<file path="src/rtl/audio_pkg.sv">
// Shared types and constants for the audio buffer arbiter.
package audio_pkg;

  localparam int SAMPLE_W = 24;

  typedef enum logic [2:0] {
    IDLE  = 3'd0,
    ARB   = 3'd1,
    FETCH = 3'd2,
    LOAD  = 3'd3,
    HOLD  = 3'd4,
    DONE  = 3'd5
  } state_t;

  function automatic logic [1:0] onehot2(input logic idx);
    return idx ? 2'b10 : 2'b01;
  endfunction

endpackage

</file>
<file path="src/rtl/rr_arbiter2.sv">
// Two-way round-robin picker: grants the eligible consumer that comes after
// the last-granted index, falling back to the last-granted one itself.
module rr_arbiter2 (
  input  logic [1:0] req,
  input  logic [1:0] mask,
  input  logic       last,
  output logic       grant_valid,
  output logic       grant_idx
);

  logic [1:0] eligible;

  always_comb begin
    eligible    = req & ~mask;
    grant_valid = 1'b0;
    grant_idx   = 1'b0;
    if (eligible[~last]) begin
      grant_valid = 1'b1;
      grant_idx   = ~last;
    end else if (eligible[last]) begin
      grant_valid = 1'b1;
      grant_idx   = last;
    end
  end

endmodule

</file>
<file path="src/rtl/audio_buffer_arbiter.sv">
// Streams each finished RAM buffer once to every subscribed consumer, one
// consumer at a time in round-robin order, with per-sample ready handshake.
module audio_buffer_arbiter
  import audio_pkg::*;
#(
  parameter int BUFFER_DEPTH = 16,
  parameter int TIMEOUT      = 4096
) (
  input  logic                            clk_i,
  input  logic                            rst_i,
  input  logic                            ram_buffer_ready_i,
  output logic                            ram_rd_en_o,
  output logic [$clog2(BUFFER_DEPTH)-1:0] ram_rd_addr_o,
  input  logic [SAMPLE_W-1:0]             ram_rd_data_i,
  input  logic [1:0]                      cons_req_i,
  output logic [1:0]                      cons_buffer_ready_o,
  output logic [SAMPLE_W-1:0]             cons_data_o,
  output logic [1:0]                      cons_valid_o,
  input  logic [1:0]                      cons_ready_i,
  output logic                            overrun_o,
  output logic                            timeout_o,
  output logic [2:0]                      state_o
);

  localparam int AW = $clog2(BUFFER_DEPTH);
  localparam int CW = AW + 1;
  localparam int WW = $clog2(TIMEOUT + 1);
  localparam logic [CW-1:0] LAST_SAMPLE = CW'(BUFFER_DEPTH - 1);
  localparam logic [WW-1:0] WAIT_LIMIT  = WW'(TIMEOUT - 1);

  state_t        state;
  state_t        state_next;
  logic [CW-1:0] count;
  logic [WW-1:0] wait_cnt;
  logic [1:0]    served;
  logic          last_grant;
  logic          cur;
  logic          grant_valid;
  logic          grant_idx;
  logic          transfer;
  logic          expire;
  logic          last_sample;

  rr_arbiter2 u_rr (
    .req         (cons_req_i),
    .mask        (served),
    .last        (last_grant),
    .grant_valid (grant_valid),
    .grant_idx   (grant_idx)
  );

  assign last_sample = (count == LAST_SAMPLE);

  always_ff @(posedge clk_i) begin
    if (rst_i) begin
      state <= IDLE;
    end else begin
      state <= state_next;
    end
  end

  // A timeout only fires when ready is still low on the final allowed cycle.
  always_comb begin
    state_next = state;
    transfer   = 1'b0;
    expire     = 1'b0;
    case (state)
      IDLE:  if (ram_buffer_ready_i) state_next = ARB;
      ARB:   state_next = grant_valid ? FETCH : IDLE;
      FETCH: state_next = LOAD;
      LOAD:  state_next = HOLD;
      HOLD: begin
        if (cons_ready_i[cur]) begin
          transfer   = 1'b1;
          state_next = last_sample ? DONE : FETCH;
        end else if (wait_cnt == WAIT_LIMIT) begin
          expire     = 1'b1;
          state_next = DONE;
        end
      end
      DONE:    state_next = ARB;
      default: state_next = IDLE;
    endcase
  end

  always_ff @(posedge clk_i) begin
    if (rst_i) begin
      count               <= '0;
      wait_cnt            <= '0;
      served              <= 2'b00;
      last_grant          <= 1'b1;
      cur                 <= 1'b0;
      cons_data_o         <= '0;
      cons_buffer_ready_o <= 2'b00;
      overrun_o           <= 1'b0;
      timeout_o           <= 1'b0;
    end else begin
      cons_buffer_ready_o <= 2'b00;
      if (ram_buffer_ready_i && (state != IDLE)) begin
        overrun_o <= 1'b1;
      end
      case (state)
        IDLE: if (ram_buffer_ready_i) served <= 2'b00;
        ARB: begin
          if (grant_valid) begin
            cur                 <= grant_idx;
            count               <= '0;
            cons_buffer_ready_o <= onehot2(grant_idx);
          end
        end
        LOAD: begin
          cons_data_o <= ram_rd_data_i;
          wait_cnt    <= '0;
        end
        HOLD: begin
          wait_cnt <= wait_cnt + 1'b1;
          if (transfer && !last_sample) begin
            count <= count + 1'b1;
          end
          if (expire) begin
            timeout_o   <= 1'b1;
            served[cur] <= 1'b1;
          end
        end
        DONE: begin
          served[cur] <= 1'b1;
          last_grant  <= cur;
        end
        default: ;
      endcase
    end
  end

  assign ram_rd_en_o   = (state == FETCH);
  assign ram_rd_addr_o = (state == FETCH) ? count[AW-1:0] : '0;
  assign cons_valid_o  = (state == HOLD) ? onehot2(cur) : 2'b00;
  assign state_o       = state;

endmodule

</file>
<file path="config.mk">
export PLATFORM = sky130hd
export DESIGN_NAME = audio_buffer_arbiter
export DESIGN_NICKNAME = d
export VERILOG_FILES = /design/src/rtl/audio_pkg.sv /design/src/rtl/rr_arbiter2.sv /design/src/rtl/audio_buffer_arbiter.sv
export SDC_FILE = /design/constraint.sdc
export NUM_CORES = 1
export LEC_CHECK = 0
export CORE_ASPECT_RATIO = 0.8
export CORE_UTILIZATION = 46
export DETAILED_ROUTE_END_ITERATION = 7
export PLACE_DENSITY = 0.79
export SYNTH_ARGS = -nofsm -noshare
export SYNTH_HDL_FRONTEND = slang
export SYNTH_SLANG_ARGS = --single-unit
</file>
<file path="constraint.sdc">
create_clock -name clk_i -period 2.1 [get_ports clk_i]
set_input_delay 0.42 -clock clk_i [delete_from_list [all_inputs] [get_ports clk_i]]
set_output_delay 0.42 -clock clk_i [all_outputs]
set_load 0.02 [all_outputs]
</file>
==> impl_metrics.py <==
metrics = {
    "die": {
        "initial_utilization_pct": 48.8,
        "io_pins": 69,
        "die-width_um": 80.8,
        "row_count": 22,
        "dieArea_um2": 5250,
        "core_region_area_um2": 4680,
        "die_y_um": 65.0,
    },
    "cells_and_area": {
        "final_cells": 411,
        "drive_gt1_share_pct": 7.69,
        "antenna_cells": 0,
        "areaGrowthSynthToFinish_pct": 39.7,
        "nets": 384,
        "fin_util_pct": 68.2,
    },
    "power": {
        "clock_power_share_pct": 36.2,
        "max-vdd-ir-drop_v": 0.000491,
        "p_sw_uw": 454,
        "p_seq_share_pct": 52.3,
        "p_leak_uw": 0.00114,
        "combPwrFrac_pct": 11.5,
        "p_total_uw": 1980,
        "power_switching_share_pct": 22.9,
        "internal-power_uw": 1530,
        "power.density_nw_per_um2": 621,
    },
    "clocking": {
        "cts_sinks": 53,
        "clk_pin_slew_worst_paths_ps": 100,
        "cts_buffer_depth": 2,
        "cts_buffers": 5,
        "cts_tree": "done",
        "cts_setup_buffers": 0,
        "cts_resized": 6,
        "h-tree-depth": 2,
        "insertion_delay_ps": 300,
        "cts.hold.buffers_added": 0,
        "root_buffer": "clkbuf_8",
    },
    "run": {
        "drv_cap": 0,
    },
    "routing": {
        "drtIter0Drc": 141,
        "drtAntennaViolNets": 0,
        "wl_met2_mm": 2.41,
        "dr_wl_met3_um": 477,
        "viasPerCell": 5.42,
        "first_pass_iters": 4,
        "num_vias": 2226,
        "wire_per_inst_um": 13.5,
        "routed.top_layer": "met4",
        "met1Wirelength_mm": 2.61,
        "wl_mm": 5.54,
        "drc": 0,
    },
    "run_status": {
        "outcome": "complete, no violations",
    },
    "placement": {
        "place_inst": 403,
        "portBuffers": 68,
        "dpl.hpwl_mm": 3.80,
        "routabilityCongestion": 0.805,
    },
    "timing": {
        "hold_viol": 0,
        "fin_crit_ps": 2030,
        "max_freq_mhz": 492,
        "worstMarginPinSlew_ps": 747,
        "relSlewSlack_pct": 48.8,
        "tns_ps": 0,
        "finalSetupViolCount": 0,
        "rsz0062_at_grt": "false",
        "slew_violations": 0,
        "skew_ps": 7.74,
        "period_share_pct": 96.8,
    },
    "logic_synthesis": {
        "yosysSeqAreaShare_pct": 46.5,
        "synth-warning-count": 0,
        "synth.top_cell.area_share_pct": 46.5,
        "syn_area_per_cell_um2": 8.10,
        "synth-edff-count": 0,
        "synth-async-reset-ratio_pct": 0,
        "synth_nets": 316,
        "yosys.area.top_type": "dfxtp_1",
        "synth_ff_type": "dfxtp_1",
        "synth_area_leaders": "dfxtp_1 (46%), a21oi_1 (9.4%), nand2_1 (9.2%)",
        "syn_inst": 282,
        "ys_ff_latch": 53,
        "netlist_area_um2": 2280,
        "synth_cell_types": 41,
    },
    "critical_path": {
        "crit_path_max_incr_delay_ps": 610,
        "end_kind": "output pin",
        "slowest_stage": "clkdlybuf4s50_1",
        "worstPathMaxFanout": 7,
        "worstPathRequired_ps": 1680,
        "crit_chain": "buf_4 > clkdlybuf4s50_1",
        "cp-start-kind": "flip-flop",
        "crit_type": "reg2out",
        "crit_arrival_ps": 1610,
    },
    "grt": {
        "grt_pass1_wl_mm": 9.69,
        "grt.overflow.total": 0,
        "grt_pass1_vias": 2193,
        "antenna_found_initial": 0,
        "grt_usage_pct": 23.7,
        "grt_max_degree": 47,
    },
    "hold_path": {
        "hold_class": "reg2reg",
    },
}
==> cells in the mapped netlist (2+ instances only) <==
cell	instances
nand2_1	56
dfxtp_1	53
a21oi_1	43
clkbuf_1	17
nor2_1	17
nand3_1	11
nand4_1	8
and3_1	7
or3_1	6
a31oi_1	5
and2_1	4
inv_1	4
mux2i_1	4
o21ai_0	4
ha_1	3
nand2b_1	3
nand3b_1	3
nor2b_1	3
nor4_1	3
buf_2	2
nor3_1	2
o211ai_1	2
o311ai_0	2
o31ai_1	2
or4_1	2
==> cells in the final DEF, fill, tap and decap left out, types with 3 or more instances in the layout <==
| cell | instances |
|---|---|
| a21oi_1 | 43 |
| a31oi_1 | 5 |
| and2_1 | 4 |
| and3_1 | 7 |
| buf_4 | 11 |
| clkbuf_8 | 6 |
| clkdlybuf4s50_1 | 63 |
| dfxtp_1 | 52 |
| dlygate4sd2_1 | 5 |
| ha_1 | 3 |
| inv_1 | 4 |
| mux2i_1 | 4 |
| nand2_1 | 56 |
| nand2b_1 | 3 |
| nand3_1 | 11 |
| nand3b_1 | 3 |
| nand4_1 | 8 |
| nor2_1 | 16 |
| nor2b_1 | 3 |
| nor4_1 | 3 |
| o21ai_0 | 4 |
| or3_1 | 6 |
==> sequential cells by signal, indices dropped and copies added (netlist names) <==
register and count:
served 2, cons_data_o 24, overrun_o 1, cur 1
state_o 3, cons_buffer_ready_o 2, count 5, last_grant 1
wait_cnt 13, timeout_o 1
==> layout make-up <==
class,instances,area (µm²)
clock inverter,2,37.5
tap,60,75.1
inverter,4,15.0
clock buffer,6,82.6
multi-input combinational,206,1140
timing repair buffer,80,777
sequential,53,1060
fill,400,1490
==> per-stage QoR <==
stage	hold slack, ps	worst slack (ps)	area, µm²
global route	479	3.99	3190
global placement	440	130	3070
CTS	460	4.34	3180
finish	459	68.1	3190
detailed placement	446	53.9	3070
floorplan	440	228	2280
==> worst paths after layout <==
path	start	endpoint	slack, ps	cells past startpoint
worst max-delay path	state_o[0]	state_o[0]	70	2
worst min-delay path	cons_data_o[22]	cons_data_o[22]	460	2
worst max register to register	count[0]	count[3]	160	6
worst min register to register	cons_data_o[22]	cons_data_o[22]	460	2
==> worst max-delay path, delay by kind of cell, from the launching register on <==
family | cells | cell delay (ps)
buf+inv | 2 | 820
flops | 1 | 490
==> metal layers <==
| layer | GRT usage [%] | up-vias |
|---|---|---|
| li1 | - | 1123 |
| met1 | 29.0 | 1033 |
| met2 | 39.6 | 65 |
| met3 | 8.73 | 5 |
| met4 | 4.91 | 0 |
| met5 | 0 | - |
==> cell families after synthesis <==
logic type | Yosys count | synth area share [%]
and+or+nand+nor | 134 | 29.6
DFF | 53 | 46.5
AOI/OAI and AO/OA | 63 | 15.8
muxes | 5 | 2.25
xor gates and xnor gates | 1 | 0.384
adders and majority gates | 3 | 1.64
buffers and inverters | 23 | 3.89
==> power by group through the flow <==
stage | sequential (µW) | combinational, µW | clock [µW]
2_1_floorplan | 1070 | 89.2 | 0
6_report | 1040 | 229 | 717
4_1_cts | 1040 | 228 | 737
3_3_place_gp | 1060 | 224 | 0
5_1_grt | 1040 | 249 | 779
3_5_place_dp | 1060 | 226 | 0
Note: power is estimated with default switching activity, not from simulation.
